## src/rtl/np_key_pkg.sv

```systemverilog
// Shared definitions for the network-path key lookup blocks.
//   KEY_W     width of a key returned by keymem
//   KEY_ID_W  width of a key id
//   key_state_e  control states of the keymem lookup arbiter
package np_key_pkg;
  localparam int KEY_W    = 256;
  localparam int KEY_ID_W = 32;

  typedef enum logic [1:0] {
    ST_IDLE  = 2'd0,
    ST_ISSUE = 2'd1,
    ST_RESP  = 2'd2,
    ST_GAP   = 2'd3
  } key_state_e;
endpackage

```

## src/rtl/keymem_arbiter_rr_arbiter.sv

```systemverilog
// Combinational round-robin pick.
//   req      request vector, one bit per requester
//   ptr      index of the most recently granted requester
//   gnt_idx  first set index strictly after ptr (wrapping modulo N)
//   gnt_vld  high when any request bit is set
module rr_arbiter
  import np_key_pkg::*;
#(
  parameter int N     = 4,
  parameter int IDX_W = $clog2(N)
) (
  input  logic [N-1:0]     req,
  input  logic [IDX_W-1:0] ptr,
  output logic [IDX_W-1:0] gnt_idx,
  output logic             gnt_vld
);

  int unsigned      cand;
  logic [IDX_W-1:0] cand_idx;

  // Scan from the farthest candidate to the nearest so the nearest hit wins.
  always_comb begin
    gnt_idx  = '0;
    gnt_vld  = 1'b0;
    cand     = 32'd0;
    cand_idx = '0;
    for (int k = N; k >= 1; k--) begin
      cand     = (32'(ptr) + 32'(k)) % 32'(N);
      cand_idx = IDX_W'(cand);
      if (req[cand_idx]) begin
        gnt_idx = cand_idx;
        gnt_vld = 1'b1;
      end else begin
        gnt_idx = gnt_idx;
        gnt_vld = gnt_vld;
      end
    end
  end

endmodule

```

## src/rtl/keymem_arbiter.sv

```systemverilog
// Shares one keymem lookup port between NUM_REQ network-path requesters.
// Round-robin grant, one lookup outstanding, timeout abort with error pulse.
//   clk156, areset_clk156       clock and asynchronous active-high reset
//   req_key_req/req_key_id      per-requester level request and key id
//   req_key_ack/req_key_err     one-cycle completion / error pulse to the winner
//   req_key                     shared key bus, qualified by req_key_ack
//   key_req/key_id/key_ack/key  port towards keymem_top
//   busy                        high whenever not IDLE
//   timeout_cnt                 saturating count of timed-out lookups
module keymem_arbiter
  import np_key_pkg::*;
#(
  parameter int NUM_REQ        = 4,
  parameter int TIMEOUT_CYCLES = 1024,
  parameter int TCNT_W         = 16
) (
  input  logic                        clk156,
  input  logic                        areset_clk156,
  input  logic [NUM_REQ-1:0]          req_key_req,
  input  logic [KEY_ID_W*NUM_REQ-1:0] req_key_id,
  output logic [NUM_REQ-1:0]          req_key_ack,
  output logic [NUM_REQ-1:0]          req_key_err,
  output logic [KEY_W-1:0]            req_key,
  output logic                        key_req,
  output logic [KEY_ID_W-1:0]         key_id,
  input  logic                        key_ack,
  input  logic [KEY_W-1:0]            key,
  output logic                        busy,
  output logic [TCNT_W-1:0]           timeout_cnt
);

  localparam int IDX_W = (NUM_REQ > 1) ? $clog2(NUM_REQ) : 1;
  localparam int TMR_W = $clog2(TIMEOUT_CYCLES) + 1;
  localparam logic [IDX_W-1:0]   RR_INIT  = IDX_W'(NUM_REQ - 1);
  localparam logic [TMR_W-1:0]   TMR_LAST = TMR_W'(TIMEOUT_CYCLES - 1);
  localparam logic [NUM_REQ-1:0] ONE_HOT0 = {{(NUM_REQ-1){1'b0}}, 1'b1};

  key_state_e          state_q, state_d;
  logic [IDX_W-1:0]    ptr_q, ptr_d;
  logic [IDX_W-1:0]    gidx_q, gidx_d;
  logic [TMR_W-1:0]    tmr_q, tmr_d;
  logic [KEY_ID_W-1:0] key_id_q, key_id_d;
  logic                key_req_q, key_req_d;
  logic [KEY_W-1:0]    req_key_q, req_key_d;
  logic [NUM_REQ-1:0]  ack_q, ack_d;
  logic [NUM_REQ-1:0]  err_q, err_d;
  logic                busy_q, busy_d;
  logic [TCNT_W-1:0]   tcnt_q, tcnt_d;

  logic [IDX_W-1:0]    pick_idx;
  logic                pick_vld;

  rr_arbiter #(
    .N     (NUM_REQ),
    .IDX_W (IDX_W)
  ) u_rr (
    .req     (req_key_req),
    .ptr     (ptr_q),
    .gnt_idx (pick_idx),
    .gnt_vld (pick_vld)
  );

  // Next-state and registered-output computation for the lookup FSM.
  always_comb begin
    state_d   = state_q;
    ptr_d     = ptr_q;
    gidx_d    = gidx_q;
    tmr_d     = tmr_q;
    key_id_d  = key_id_q;
    key_req_d = 1'b0;
    req_key_d = req_key_q;
    ack_d     = '0;
    err_d     = '0;
    tcnt_d    = tcnt_q;
    case (state_q)
      ST_IDLE: begin
        if (pick_vld) begin
          gidx_d    = pick_idx;
          ptr_d     = pick_idx;
          key_id_d  = req_key_id[KEY_ID_W*pick_idx +: KEY_ID_W];
          tmr_d     = '0;
          key_req_d = 1'b1;
          state_d   = ST_ISSUE;
        end else begin
          state_d   = ST_IDLE;
        end
      end
      ST_ISSUE: begin
        // key_ack takes precedence over the terminal timeout count.
        if (key_ack) begin
          req_key_d = key;
          ack_d     = ONE_HOT0 << gidx_q;
          state_d   = ST_RESP;
        end else if (tmr_q == TMR_LAST) begin
          req_key_d = '0;
          ack_d     = ONE_HOT0 << gidx_q;
          err_d     = ONE_HOT0 << gidx_q;
          if (tcnt_q != {TCNT_W{1'b1}}) begin
            tcnt_d = tcnt_q + TCNT_W'(1);
          end else begin
            tcnt_d = tcnt_q;
          end
          state_d   = ST_RESP;
        end else begin
          tmr_d     = tmr_q + TMR_W'(1);
          key_req_d = 1'b1;
          state_d   = ST_ISSUE;
        end
      end
      ST_RESP: begin
        state_d = ST_GAP;
      end
      ST_GAP: begin
        state_d = ST_IDLE;
      end
      default: begin
        state_d = ST_IDLE;
      end
    endcase
    busy_d = (state_d != ST_IDLE);
  end

  // State and output registers; reset aborts any lookup in flight.
  always_ff @(posedge clk156 or posedge areset_clk156) begin
    if (areset_clk156) begin
      state_q   <= ST_IDLE;
      ptr_q     <= RR_INIT;
      gidx_q    <= '0;
      tmr_q     <= '0;
      key_id_q  <= '0;
      key_req_q <= 1'b0;
      req_key_q <= '0;
      ack_q     <= '0;
      err_q     <= '0;
      busy_q    <= 1'b0;
      tcnt_q    <= '0;
    end else begin
      state_q   <= state_d;
      ptr_q     <= ptr_d;
      gidx_q    <= gidx_d;
      tmr_q     <= tmr_d;
      key_id_q  <= key_id_d;
      key_req_q <= key_req_d;
      req_key_q <= req_key_d;
      ack_q     <= ack_d;
      err_q     <= err_d;
      busy_q    <= busy_d;
      tcnt_q    <= tcnt_d;
    end
  end

  assign req_key_ack = ack_q;
  assign req_key_err = err_q;
  assign req_key     = req_key_q;
  assign key_req     = key_req_q;
  assign key_id      = key_id_q;
  assign busy        = busy_q;
  assign timeout_cnt = tcnt_q;

endmodule

```

## config.mk

```make
export PLATFORM = sky130hd
export DESIGN_NAME = keymem_arbiter
export DESIGN_NICKNAME = d
export VERILOG_FILES = /design/src/rtl/np_key_pkg.sv /design/src/rtl/keymem_arbiter_rr_arbiter.sv /design/src/rtl/keymem_arbiter.sv
export SDC_FILE = /design/constraint.sdc
export NUM_CORES = 1
export LEC_CHECK = 0
export ABC_AREA = 1
export CAP_MARGIN = 10
export CORE_AREA = 2 2 278 280
export DETAILED_ROUTE_END_ITERATION = 8
export DIE_AREA = 0 0 280 282
export DONT_BUFFER_PORTS = 1
export PLACE_DENSITY_LB_ADDON = 0.3
export SYNTH_ARGS = -nofsm -noshare
export SYNTH_HDL_FRONTEND = slang
export SYNTH_HIERARCHICAL = 1
export SYNTH_SLANG_ARGS = --single-unit
```

## constraint.sdc

```tcl
create_clock -name clk156 -period 14.35 [get_ports clk156]
set_clock_uncertainty 0.2 [all_clocks]
set_input_delay 0.7175 -clock clk156 [delete_from_list [all_inputs] [get_ports clk156]]
set_output_delay 0.7175 -clock clk156 [all_outputs]
set_load 0.03 [all_outputs]
```

After elaboration in Yosys (flattened, before gate mapping)
Cells that the tools add are included.
- $add $sub $neg: 6
- $lt $le $gt $ge: 4
- eq/ne operators: 8
- shift operators: 2
- muxes and demuxes: 35
- bitwise gates (word level): 1
- reductions and logical operators: 8
- operators with widths (operator ; number):
    2-to-1 mux 256 bit ; 2
    indexed part select 128 x 8 -> 32 bit ; 1
    2-to-1 mux 11 bit ; 3
    one-hot mux 11 bit (2 select lines) ; 1
    2-to-1 mux 4 bit ; 5
    adder 16 x 1 -> 16 bit (second input constant) ; 1
    inequality test 16 bit (second input constant) ; 1
    less-than comparator 2 x 3 -> 1 bit (second input constant) ; 4
    2-to-1 mux 1 bit ; 12
    2-to-1 mux 2 bit ; 6
    adder 11 x 1 -> 11 bit (second input constant) ; 1
    == test 11 x 10 -> 1 bit (second input constant) ; 1
    binary-select mux 1 bit (select 2 bit) ; 4
    one-hot mux 2 bit (4 select lines) ; 1
    AND reduction 4 bit ; 2
    inequality test 2 bit (second input constant) ; 3
    nonzero test 2 bit ; 3
    adder 2 x 1 -> 2 bit (second input constant) ; 2
    adder 2 bit (second input constant) ; 2
    == test 2 bit (second input constant) ; 2
    AND reduction 2 bit ; 2
    << shifter 1 x 2 -> 4 bit (first input constant) ; 1
    == test 2 x 1 -> 1 bit (second input constant) ; 1
    zero test 2 bit ; 1
    other kinds (2) ; 2
- flip-flop bits (word level): 331
- logic and storage cells: 75

Depth between registers and ports, before layout
Gate-level depths: netlist of run 1.
- depth in word-level cells: 10
- mapped depth: 16
- gate-level depth less buffers: 13

Hierarchy
Netlist of run 1, hierarchy kept.
- by module, submodules not included (module ; instances ; cells an instance ; area an instance (um^2) ; seq. area each (um^2)):
    keymem_arbiter ; 1 ; 1718 ; 14353.8 ; 8285.4
    rr_arbiter ; 1 ; 49 ; 226.5 ; 0.0

Worst setup path after synthesis of run 1
No wires, ideal clock.
- path kind: input port to flip-flop
- start point: in req_key_req[1]
- end point: reg key_id_q[10], in the netlist key_id[10]
- arrival: 2.061 ns
- path slack: 12.007 ns
- stages: 14
- cells stage by stage: inv_1 o21ai_2 nand2_1 nand2_1 nand2_1 nand2_1 nand2_1 nand2_1 buf_2 clkbuf_1 nor2_1 nor2_1 o21ai_0 a31oi_1
- word-level cells in the longest chain between the ends: 7
- elaborated cells on any way between the ends: 18
- ends and longest elaborated chain (what ; line ; source):
    start, declared ; keymem_arbiter.sv:19 ; input logic [NUM_REQ-1:0] req_key_req,
    binary-select mux 1 bit (select 2 bit) ; keymem_arbiter_rr_arbiter.sv:30 ; if (req[cand_idx]) begin
    2-to-1 mux 1 bit (not written as such) ; keymem_arbiter_rr_arbiter.sv:30 ;
    2-to-1 mux 2 bit (3 in a row) ; keymem_arbiter_rr_arbiter.sv:30 ;
    2-to-1 mux 2 bit (*) ; keymem_arbiter_rr_arbiter.sv:30 ;
    net pick_idx[0] ; keymem_arbiter.sv:50 ; logic [IDX_W-1:0] pick_idx;
    indexed part select 128 x 8 -> 32 bit (*) ; keymem_arbiter.sv:80 ; key_id_d = req_key_id[KEY_ID_W*pick_idx +: KEY_ID_W];
    end signal, assigned ; keymem_arbiter.sv:142 ; key_id_q <= key_id_d;
    end, declared ; keymem_arbiter.sv:42 ; logic [KEY_ID_W-1:0] key_id_q, key_id_d;
Mark *: on every way through the listed nets, which the timed path passes. The rest lies on a longest branch. The select of a mux whose other input is x is not followed.
A chain may end at the register's enable or synchronous reset.

==> metrics, run 1 <==
via count 11.98k; DRT antenna net count 0; Final Hold Fails 0; Initial Util 19.26%; synth cell count leaders nand2_1, dfrtp_1, nand3_1; max_cap viols 0; CP Max Fanout 85; vias in the first global route around 12k; Routed wire per std cell 18.42 µm; Detailed Routing Iterations Pass 1 5; fmax around 0.32 GHz; CTS Sinks 331; required time worst endpoint between 10 and 15 ns; vias per cell between 4 and 5; port buffer count 0; RePlAce Congestion between 0.9 and 1; cts bufs inserted 39; Final nets around 2.1k; CP Class in -> async; final instance area between 0.015 and 0.02 mm²; Core Rows 101; H-tree depth 2; Min Hold Slack around 0.11 ns; average cell area after synthesis just over 8 µm²; synth top area cells dfrtp_1, nand2_1, nand3_1; Root Driver clkbuf_16; Tot GR Track Use 11.76%; sequential element share of the synthesized area ~57%; Core ar. about 0.076 mm²; Post-Syn Nets 2160; ys flop type dfrtp_1; HP Class in -> reg; clock transition at the registers of the reported paths 0.06 ns; Slowest cell on crit path buf_4; peak supply drop around 110 µV; cell count after synthesis 1767; setup violators final 0; hold path depth 2; CP Capture Type async pin; kind of cell adding the most delay to the critical path buffers and inverters; first-pass GRT wire length 72350 µm; slew of the pin with the lowest slew margin approximately 1.1 ns; post-synth cell types 33; R2R depth 12; RSZ-0062 raised after global routing no; Yosys top cell area share 56.47%; r2r setup slk 11.27 ns; antenna violations before repair 5; WHS Endpoint req_key[35]; yosys warns 6; Synth Area in Adders less than 1%; Boundary Pins between 700 and 800; Clock Tree Buf Depth 3; simple-gate share of the synthesized area about a third; Setup crit start areset_clk156; Synth Area in XOR/XNOR less than 1%; min cycle time layout between 3 and 4 ns; CP peak stage delay about 0.8 ns; Die Ht between 200 and 300 µm; Synth area leader dfrtp_1; grt ovf 0; placed inst area between 0.015 and 0.02 mm²; reg2reg start ptr_q[0]; register area 0.008285 mm²; largest net degree at the start of global routing between 200 and 300; status complete, no violations; post-synthesis mux area share 0%; share of cells above drive strength 1 ~5.6%; Worst Path Arrival 3.45 ns; multi-input logic area around 0.0055 mm²; Final period util a little over a fifth; drt initial violations between 800 and 900; worst slack at placement between 10 and 15 ns; Final HPWL DP 35950 µm; Area Growth Syn to Fin 13.59%; Reg-to-Reg End key_id[27]; Final TNS setup 0 ns; Slew Viols, Final 0; Post-synth EDFFs 0; count leader, synth nand2_1; complex-gate fraction of the synthesized area ~4%; Die ar. 0.07896 mm²; Detailed Route WL about 50000 µm; clk_lat worst skew 0.54 ns; Pwr Density between 200 and 300 mW/mm²; Final Power ~4700 µW; CTS tree built; Rel. slew slack roughly a quarter; Hold Startpoint key[35]; FF+latch count, synth ~330; largest family of logic cells by synthesized area simple AND/OR/NAND/NOR gates; Die Wd between 200 and 300 µm; CP Cell Sequence dlygate4sd3_1 > inv_8 > buf_4 > buf_4; critical path launch point type input port; Filler cells roughly 8.3k; Buf/Inv on CP 4; DR DRC count 0; Async SR Flop Fraction 100.0%; Netlist Area Pre-Place between 0.01 and 0.015 mm²; crit-path most repeated cell buf_4; Leak Pwr between 0.008 and 0.009 µW; Final WS setup 11.26 ns
[worst register-to-register path, cell delays in order, from the launching register on]
cell     delay, ns
dfstp_2       0.68
nand2_1       0.12
o21ai_2       0.10
nand2_1       0.10
nand2_1       0.07
nand2_1       0.05
nand3_1       0.06
nand2_1       0.05
buf_4         0.25
inv_1         0.88
nor2_1        0.15
o21ai_0       0.12
a31oi_1       0.10
[power breakdown]
| group | switching (µW) | internal (µW) |
|---|---|---|
| Sequential | 1140 | 1330 |
| Clock | 400 | 565 |
| Combinational | 891 | 390 |
| Total | 2430 | 2290 |
[through the flow]
stage | cells | utilization (%)
3_3_place_gp | 2641 | 20.21
6_report | 2715 | 21.88
4_1_cts | 2712 | 21.87
2_1_floorplan | 1767 | -
5_1_grt | 2714 | 21.88
3_5_place_dp | 2641 | 20.21
[layer usage]
| metal | vias to the layer above | track usage (%) | share of wire [%] |
|---|---|---|---|
| met5 | - | 0 | 0 |
| met2 | 614 | 19.68 | 49 |
| met4 | 0 | 5.828 | 4.1 |
| met3 | 105 | 4.060 | 9.4 |
| met1 | 5702 | 13.35 | 38 |
| li1 | 5559 | - | - |
[layout by cell type, fill, tap and decap left out, drive strengths merged, types with 6 or more instances in the layout]
master | Yosys | final
nand2 | 663 | 663
buf | 43 | 12
dfrtp | 329 | 329
nand3 | 287 | 287
clkinv | 2 | 11
inv | 33 | 34
a31oi | 32 | 32
o21ai | 73 | 73
xor2 | 7 | 7
nand4 | 6 | 6
clkbuf | 73 | 59
nor2 | 199 | 199
[repair_timing]
action | in CTS | in global routing
gates resized for setup | 0 | 0
hold endpoints to repair | 83 | 0
hold buffers | 1 | 0
setup buffers | 0 | 0
[final cells by class]
| type | count | share of cell area [%] |
|---|---|---|
| well taps | 978 | 7.388 |
| clock inverters | 11 | 0.4608 |
| multi-input cells | 1285 | 33.47 |
| inverters | 35 | 0.9292 |
| flip-flops and latches | 331 | 50.03 |
| diodes | 3 | 0.04533 |
| repair buffers | 13 | 0.6044 |
| clock buffers | 59 | 7.079 |
[flip-flops by register name, summed over array words and instances (netlist names)]
name	count
req_key	256
key_id	32
timeout_cnt	16
tmr_q	11
req_key_ack	4
req_key_err	4
gidx_q	2
ptr_q	2
state_q	2
busy	1
key_req	1
[worst max path at each step]
stage               slack (ns)           end  cells after the start
finish                   11.26   req_key[71]                      4
global route             10.89   req_key[71]                      4
CTS                      11.20   req_key[90]                      4
global placement         11.33  req_key[110]                      3
floorplan                 4.27          busy                      1
detailed placement       11.25   req_key[90]                      3
[cell families after synthesis]
group	count (synthesis)
AND/OR/NAND/NOR	1165
flip-flops	331
buffers and inverters	151
AO/OA/AOI/OAI	107
XOR/XNOR	11
adder cells (fa/ha/maj)	2
Note: power is estimated with default switching activity, not from simulation.
==> inputs of run 2 (changes only) <==
--- a/config.mk
+++ b/config.mk
@@ -5,11 +5,11 @@
 export SDC_FILE = /design/constraint.sdc
 export NUM_CORES = 1
 export LEC_CHECK = 0
-export ABC_AREA = 1
+export ABC_AREA = 0
 export CAP_MARGIN = 10
-export CORE_AREA = 2 2 278 280
+export CORE_AREA = 2 2 276 278
 export DETAILED_ROUTE_END_ITERATION = 8
-export DIE_AREA = 0 0 280 282
+export DIE_AREA = 0 0 278 280
 export DONT_BUFFER_PORTS = 1
 export PLACE_DENSITY_LB_ADDON = 0.3
 export SYNTH_ARGS = -nofsm -noshare
==> constraint.sdc (replaced) <==
create_clock -name clk156 -period 2.7 [get_ports clk156]
set_clock_uncertainty 0.2 [all_clocks]
set_input_delay 0.135 -clock clk156 [delete_from_list [all_inputs] [get_ports clk156]]
set_output_delay 0.135 -clock clk156 [all_outputs]
set_load 0.03 [all_outputs]
==> run 2 against run 1 <==
Power rose to 5.1 times the previous value. Sequential power grew to 5.4 times the previous value. Worst setup slack worse by 11 ns. Global-route usage fell by 0.21 points. Sequential cell count is the same.
==> metrics, run 2 <==
vias per cell 4.322 (was 4.413); yosys warns 6 (unchanged); critical path launch point type flip-flop (was input port); WL met2 24540 µm (was 24410 µm); Area Growth Syn to Fin 52.96% (was 13.59%); final instance area 0.01961 mm² (was 0.01656 mm²); fmax between 0.3 and 0.4 GHz; crit path capture timeout_cnt[10] (was req_key[71]); RSZ-0062 raised after global routing yes (was no); Post-Syn Nets 1346 (was 2160); Final nets 1757 (was 2098); Leak Pwr 0.008476 µW (was 0.008054 µW); WL met3 3986 µm (was 4711 µm); H-tree depth 2 (unchanged); CP Capture Type flip-flop (was async pin); Slew Viols, Final 0 (unchanged); cell count after synthesis 953 (was 1767); ys flop type dfrtp_1 (unchanged); Netlist Area Pre-Place 0.01282 mm² (was 0.01458 mm²); Boundary Pins 705 (unchanged); R2R depth 7 (was 12); placed cell count 1909 (was 2641); DRT antenna net count 0 (unchanged); drt initial violations 451 (was 871); multi-input logic area 0.004283 mm² (was 0.005543 mm²); setup violators final 0 (unchanged); HP Class in -> reg (unchanged); max_cap viols 0 (unchanged); CP Class reg -> reg (was in -> async); RePlAce Congestion 0.8307 (was 0.9029); Root Driver clkbuf_16 (unchanged); via count 10.27k (was 11.98k); Filler cells 7636 (was 8330); Core Rows 101 (unchanged); required time worst endpoint 2.95 ns (was 14.71 ns); Die Wd 278 µm (was 280 µm); clock transition at the registers of the reported paths 0.06 ns (about the same); sequential element share of the synthesized area 64.62% (was 56.83%); top sig layer met5 (was met4); most frequent cells in the layout dlygate4sd3_1, dfrtp_1, a22o_1 (was nand2_1, dfrtp_1, nand3_1); CTS tree built (unchanged); Tot GR Track Use 11.56% (was 11.76%); largest net degree at the start of global routing 111 (was 259); DR DRC count 0 (unchanged); Async SR Flop Fraction 100.0% (unchanged); Rel. slew slack 34.88% (was 25.16%); Clock Tree Buf Depth 3 (unchanged); max FFs per register 256 (unchanged); Core ar. 0.07519 mm² (was 0.07570 mm²); first-pass GRT wire length 70110 µm (was 72350 µm); Detailed Routing Iterations Pass 1 5 (unchanged); Final WS setup 0.08626 ns (was 11.26 ns); synth cell count leaders dfrtp_1, a22o_1, nand2_1 (was nand2_1, dfrtp_1, nand3_1); commonest non-fill, non-tap cell in the layout dlygate4sd3_1 (was nand2_1); slew of the pin with the lowest slew margin 0.9694 ns (was 1.121 ns); Detailed Route WL 47670 µm (was 50020 µm); Post-synth EDFFs 0 (unchanged); Final period util ~97%; placed inst area 0.01433 mm² (was 0.01530 mm²); count leader, synth dfrtp_1 (was nand2_1); CP Max Fanout 4 (was 85); Die Ht 280 µm (was 282 µm); FF+latch count, synth 331 (unchanged); Final HPWL DP 32240 µm (was 35950 µm); CTS Sinks 331 (unchanged); port buffer count 0 (unchanged); peak supply drop 643.0 µV (was 111.8 µV); Setup crit start tmr_q[0] (was areset_clk156); Final Power 23990 µW (was 4713 µW); min cycle time layout 2.614 ns; post-CTS setup buffer count 0 (unchanged); clk_lat worst skew 0.53 ns (was 0.54 ns); Yosys top cell area share 64.21% (was 56.47%); reg2reg start tmr_q[0] (was ptr_q[0]); Die ar. 0.07784 mm² (was 0.07896 mm²); Reg-to-Reg End timeout_cnt[10] (was key_id[27]); average cell area after synthesis 13.45 µm² (was 8.251 µm²); Synth area leader dfrtp_1 (unchanged); register area 0.008285 mm² (unchanged); grt ovf 0 (unchanged); share of cells above drive strength 1 11.43% (was 5.594%); fin cells 2375 (was 2715); Final Hold Fails 0 (unchanged); vias in the first global route 11.15k (was 11.67k); synth top area cells dfrtp_1, a22o_1, mux4_2 (was dfrtp_1, nand2_1, nand3_1); antenna violations before repair 11 (was 5); Pwr Density 1223 mW/mm² (was 284.6 mW/mm²); Worst Path Arrival 2.86 ns (was 3.45 ns); Final Util 26.08% (was 21.88%); cts bufs inserted 37 (was 39); Routed wire per std cell 20.07 µm (was 18.42 µm); post-synth cell types 37 (was 33); Initial Util 17.05% (was 19.26%); Metal-1 WL 17070 µm (was 18840 µm); status complete, no violations (unchanged); r2r setup slk 0.09 ns (was 11.27 ns); Hold Startpoint req_key_req[1] (was key[35]); worst slack at placement 0.07738 ns (was 11.25 ns)
## run 2: cell types whose count changed after synthesis, moves of 22 or more
| cell | previous run | this run |
|---|---|---|
| nand2_1 | 654 | 130 |
| a22o_1 | 0 | 256 |
| o21ai_0 | 72 | 13 |
| nand3_1 | 286 | 11 |
| a31oi_1 | 32 | 1 |
| mux4_2 | 0 | 32 |
| nor2_1 | 196 | 22 |
| buf_6 | 24 | 2 |
## run 2: area by class of cell
| cell class | count | area share [%] |
|---|---|---|
| multi-input cells | 536 | 21.84 |
| inverters | 10 | 0.2105 |
| clock inverters | 10 | 0.8038 |
| repair buffers | 448 | 22.88 |
| well taps | 978 | 6.239 |
| clock buffers | 56 | 5.710 |
| diodes | 6 | 0.07655 |
| flip-flops and latches | 331 | 42.25 |
## run 2: timing repair
action	4_1_cts	5_1_grt
hold buffers	394	0
resized for setup	0	6
endpoints found under the hold margin	650	0
setup endpoints to repair	0	138
## run 2: power breakdown
part	internal [µW]	switching, µW
logic	2860	2550
registers	7070	6210
clock network	3250	2050
## run 2: worst max-delay path: stages, from the launching register on
cell,delay [ns]
dfrtp_1,0.41
ha_4,0.16
nand4_1,0.11
or4_4,0.44
or4_4,0.53
buf_4,0.19
nor4b_4,0.29
xor2_1,0.19
## run 2: how the worst min path moves through the flow
stage / end / slack, ns / cells after the start
finish: ptr_q[1] / 0.05 / 6
global route: req_key[78] / 0.04 / 2
CTS: ptr_q[1] / 0.001 / 6
detailed placement: req_key[45] / -0.11 / 1
global placement: req_key[59] / -0.13 / 1
floorplan: req_key_err[0] / 0.005 / 1
## run 2: kinds of logic (layout without fill, tap and decap cells)
family / count (synthesis) / after routing / synth area share, %
flops: 331 / 331 / 64.62
compound gates: 279 / 279 / 18.56
simple gates: 205 / 205 / 7.065
buf+inv: 86 / 524 / 2.635
mux: 37 / 37 / 6.040
xor+xnor: 13 / 13 / 0.8880
fa+ha+maj: 2 / 2 / 0.1951
other cells: 0 / 6 / 0
## run 2: per-layer routing
layer,vias up,global-route usage (%)
met1,5213,12.19
met5,-,0
met2,578,20.90
met3,106,3.647
met4,6,5.405
li1,4362,-
## run 2: metrics by stage
| stage | TNS [ns] | hold WS, ns |
|---|---|---|
| floorplan | -677.50 | 0.005048 |
| global placement | 0 | -0.1257 |
| detailed placement | 0 | -0.1134 |
| CTS | 0 | 0.001316 |
| global route | -0.06623 | 0.04003 |
| finish | 0 | 0.04721 |
==> inputs of run 3 (changes only) <==
--- a/config.mk
+++ b/config.mk
@@ -7,12 +7,11 @@
 export LEC_CHECK = 0
 export ABC_AREA = 0
 export CAP_MARGIN = 10
-export CORE_AREA = 2 2 276 278
+export CORE_AREA = 2 2 275 277
 export DETAILED_ROUTE_END_ITERATION = 8
-export DIE_AREA = 0 0 278 280
+export DIE_AREA = 0 0 277 279
 export DONT_BUFFER_PORTS = 1
 export PLACE_DENSITY_LB_ADDON = 0.3
 export SYNTH_ARGS = -nofsm -noshare
 export SYNTH_HDL_FRONTEND = slang
-export SYNTH_HIERARCHICAL = 1
 export SYNTH_SLANG_ARGS = --single-unit
==> run 3 against run 2 <==
The run now fails in clock tree synthesis. Area after synthesis up 1.3%. Synthesized cell count up 2.8%.
==> metrics, run 3 <==
status stopped before the end (was complete, no violations); stage reached clock tree synthesis; stop err [ERROR RSZ-0060] Max buffer count reached.; yosys warns 0 (was 6); port buffer count 0 (unchanged); average cell area after synthesis 13.26 µm² (was 13.45 µm²); synth cell count leaders dfrtp_1, a22o_1, clkbuf_1 (was dfrtp_1, a22o_1, nand2_1); Die Wd 277 µm (was 278 µm); cts bufs inserted 39 (was 37); Netlist Area Pre-Place 0.01299 mm² (was 0.01282 mm²); Boundary Pins 705 (unchanged); Post-CTS Resized 0 (unchanged); post-CTS setup buffer count 0 (unchanged); Clock Tree Buf Depth 3 (unchanged); placed inst area 0.01429 mm² (was 0.01433 mm²); post-synth cell types 51 (was 37); RePlAce Congestion 0.8620 (was 0.8307); Post-synth EDFFs 0 (unchanged); count leader, synth dfrtp_1 (unchanged); H-tree depth 2 (unchanged); FF+latch count, synth 331 (unchanged); sequential element share of the synthesized area 63.78% (was 64.62%); ys flop type dfrtp_1 (unchanged); Root Driver clkbuf_16 (unchanged); Async SR Flop Fraction 100.0% (unchanged); Die Ht 279 µm (was 280 µm); Initial Util 17.54% (was 17.05%); synth top area cells dfrtp_1, a22o_1, mux2_2 (was dfrtp_1, a22o_1, mux4_2); hold buffers post-CTS 396 (was 394); Post-Syn Nets 1373 (was 1346); cell count after synthesis 980 (was 953); Final HPWL DP 31820 µm (was 32240 µm); Synth area leader dfrtp_1 (unchanged); Yosys top cell area share 63.37% (was 64.21%); Core Rows 100 (was 101); CTS Sinks 331 (unchanged)
[run 3: cell count changes after synthesis, sizes merged, moves of 7 or more]
cell	before	now
nand2	130	16
mux2	3	35
xnor2	5	15
nand3	11	46
nor4	8	0
mux4	32	0
inv	10	3
o21ai	13	37
a21oi	6	37
buf	11	19
a221o	0	32
[run 3: cell families after synthesis]
| logic type | after synthesis | share of synthesized area (%) |
|---|---|---|
| AO/OA/AOI/OAI | 374 | 23.47 |
| XOR/XNOR | 19 | 1.281 |
| adder cells (fa/ha/maj) | 2 | 0.1926 |
| buffers and inverters | 91 | 2.966 |
| flip-flops | 331 | 63.78 |
| multiplexers | 36 | 3.111 |
| AND/OR/NAND/NOR | 127 | 5.201 |
[run 3: stage by stage]
stage | std cells | worst slack, ns | util [%] | hold WS (ns)
after floorplan | 980 | -2.054 | - | 0.07506
after global placement | 1905 | 0.1492 | 19.30 | 0.07578
after detailed placement | 1905 | 0.08631 | 19.30 | 0.07857
==> inputs of run 4 (changes only) <==
--- a/config.mk
+++ b/config.mk
@@ -7,11 +7,11 @@
 export LEC_CHECK = 0
 export ABC_AREA = 0
 export CAP_MARGIN = 10
-export CORE_AREA = 2 2 275 277
+export CORE_AREA = 2 2 274 276
 export DETAILED_ROUTE_END_ITERATION = 8
-export DIE_AREA = 0 0 277 279
+export DIE_AREA = 0 0 276 278
 export DONT_BUFFER_PORTS = 1
-export PLACE_DENSITY_LB_ADDON = 0.3
+export PLACE_DENSITY_LB_ADDON = 0.15
 export SYNTH_ARGS = -nofsm -noshare
 export SYNTH_HDL_FRONTEND = slang
 export SYNTH_SLANG_ARGS = --single-unit
==> constraint.sdc (replaced) <==
create_clock -name clk156 -period 3.51 [get_ports clk156]
set_clock_uncertainty 0.2 [all_clocks]
set_input_delay 0.1755 -clock clk156 [delete_from_list [all_inputs] [get_ports clk156]]
set_output_delay 0.1755 -clock clk156 [all_outputs]
set_load 0.03 [all_outputs]
==> run 4 against run 3 <==
The flow now finishes, with violations (DRC). Synthesized cell count unchanged. Area after synthesis did not move.
==> metrics, run 4 <==
clk_lat worst skew 0.55 ns; Area Growth Syn to Fin 49.42%; failing checks DRC; met2 usage approximately 22%; Netlist Area Pre-Place 0.01299 mm² (unchanged); CP peak stage delay about 0.63 ns; Rel. slew slack approximately two fifths; clock transition at the registers of the reported paths about 0.050 ns; Routed wire per std cell approximately 22 µm; Final Power roughly 18000 µW; Slew Viols, Final 0; share of cells above drive strength 1 a little over a tenth; yosys warns 0 (unchanged); Core ar. ~0.074 mm²; antenna violations before repair 5; CP Max Fanout 16; CTS tree built; most frequent cells in the layout dlygate4sd3_1, dfrtp_1, a22o_1; vias in the first global route ~11k; Die ar. 0.07673 mm²; Root Driver clkbuf_16 (unchanged); Tot GR Track Use between 10% and 20%; slew of the pin with the lowest slew margin between 0.8 and 0.9 ns; peak supply drop 342.9 µV; Boundary Pins 705 (unchanged); min cycle time layout between 3 and 4 ns; kind of cell adding the most delay to the critical path buffers and inverters; Worst Path Arrival about 3.5 ns; H-tree depth 2 (unchanged); port buffer count 0 (unchanged); FF+latch count, synth 331 (unchanged); Post-Syn Nets 1373 (unchanged); required time worst endpoint between 3 and 4 ns; fmax ~0.31 GHz; synth cell count leaders dfrtp_1, a22o_1, clkbuf_1 (unchanged); setup violators final 0; via count roughly 10k; count leader, synth dfrtp_1 (unchanged); Yosys top cell area share 63.37% (unchanged); Slowest cell on crit path dlygate4sd3_1; DR DRC count 45; Clock Tree Buf Depth 3 (unchanged); CP Cell Sequence dlygate4sd3_1 > nor2_1 > dlygate4sd3_1 > a211oi_2 > nand2_1 > a21oi_1 > dlygate4sd3_1 > a221o_1; Initial Util 17.60% (was 17.54%); crit-path most repeated cell dlygate4sd3_1; synth top area cells dfrtp_1, a22o_1, mux2_2 (unchanged); status complete, but fails checks (was stopped before the end); CP Capture Type flip-flop; Final nets ~1.8k; Detailed Route WL approximately 50000 µm; Final period util 92.70%; grt ovf 0; critical path launch point type input port; Die Wd 276 µm (was 277 µm); max_cap viols 0; Final HPWL DP 34760 µm (was 31820 µm); largest net degree at the start of global routing 107; commonest non-fill, non-tap cell in the layout dlygate4sd3_1; Min Hold Slack approximately 0.07 ns; Async SR Flop Fraction 100.0% (unchanged); DRT antenna net count 0; CP Class in -> reg; RSZ-0062 raised after global routing no; cell count after synthesis 980 (unchanged); average cell area after synthesis 13.26 µm² (unchanged); drt initial violations between 500 and 600; CTS Sinks 331 (unchanged); Die Ht 278 µm (was 279 µm); RePlAce Congestion 0.7892 (was 0.8620); Final Hold Fails 0; final instance area ~0.019 mm²; placed inst area 0.01423 mm² (was 0.01429 mm²); Synth area leader dfrtp_1 (unchanged); GR Layer Usage met3 around 3.5%; Post-CTS Resized 0 (unchanged); Detailed Routing Iterations Pass 1 7; sequential element share of the synthesized area 63.78% (unchanged); HP Class in -> reg; max FFs per register between 200 and 300; Pwr Density between 900 and 1000 mW/mm²; Post-synth EDFFs 0 (unchanged); cts bufs inserted 40 (was 39); Leak Pwr around 0.0086 µW; Buf/Inv on CP 3; post-synth cell types 51 (unchanged); vias per cell approximately 4.4; first-pass GRT wire length around 77000 µm; Core Rows 100 (unchanged); Top Usage Layer GRT met2; ys flop type dfrtp_1 (unchanged); met1 global-route usage between 10 and 15%
-- run 4: cell counts after synthesis --
Identical to the previous run, type by type.
-- run 4: what timing repair did --
action	CTS	global route
setup buffers	0	1
hold buffers	392	0
setup endpoints to repair	0	24
hold endpoints to repair	326	0
-- run 4: cells by family after synthesis --
kind of cell | count (synthesis) | synth area share, %
mux | 36 | 3.111
xor+xnor | 19 | 1.281
simple gates | 127 | 5.201
buf+inv | 91 | 2.966
compound gates | 374 | 23.47
flops | 331 | 63.78
fa+ha+maj | 2 | 0.1926
-- run 4: final timing paths --
path | from | endpoint | slack [ns] | cells past startpoint
worst max-delay path | req_key_req[1] | key_id[11] | 0.26 | 8
max in group asynchronous | areset_clk156 | ptr_q[0] | 2.04 | 3
worst max register to register | ptr_q[1] | key_id[1] | 0.26 | 7
worst min-delay path | req_key_req[0] | ptr_q[1] | 0.07 | 5
worst min register to register | tmr_q[9] | tmr_q[10] | 0.31 | 1
min in group asynchronous | areset_clk156 | req_key[49] | 0.10 | 2
-- run 4: where the power goes --
group	switching (µW)	total (µW)	internal [µW]
Clock	1650	3960	2310
Sequential	4760	10200	5410
Combinational	2020	4320	2290
Total	8440	18500	10000
-- run 4: per-layer routing --
layer	vias to the layer above	share of wire (%)
li1	4515	-
met1	5312	39
met2	462	51
met5	-	0.025
met3	95	7.0
met4	2	3.1
-- run 4: layout make-up --
| type | count | area (µm²) |
|---|---|---|
| tap | 969 | 1212 |
| clock inverter | 11 | 65.06 |
| timing repair buffer | 426 | 4292 |
| antenna | 4 | 10.01 |
| sequential | 331 | 8285 |
| inverter | 3 | 15.01 |
| fill | 7628 | 54410 |
| multi-input combinational | 558 | 4354 |
| clock buffer | 60 | 1177 |
-- run 4: per-stage QoR --
stage               setup TNS [ns]  utilization [%]  setup WS, ns  instances
finish                           0            26.29        0.2562       2362
global route                     0            26.29       0.06820       2362
CTS                              0            26.27       0.01825       2357
detailed placement               0            19.27        0.5840       1894
global placement                 0            19.27        0.6546       1894
floorplan                  -422.78                -        -1.285        980
-- run 4: worst min-delay path, delay by kind of cell --
family / cells / cell delay [ns]
buffers and inverters: 1 / 0.25
AND/OR/NAND/NOR: 2 / 0.16
AO/OA/AOI/OAI: 2 / 0.22
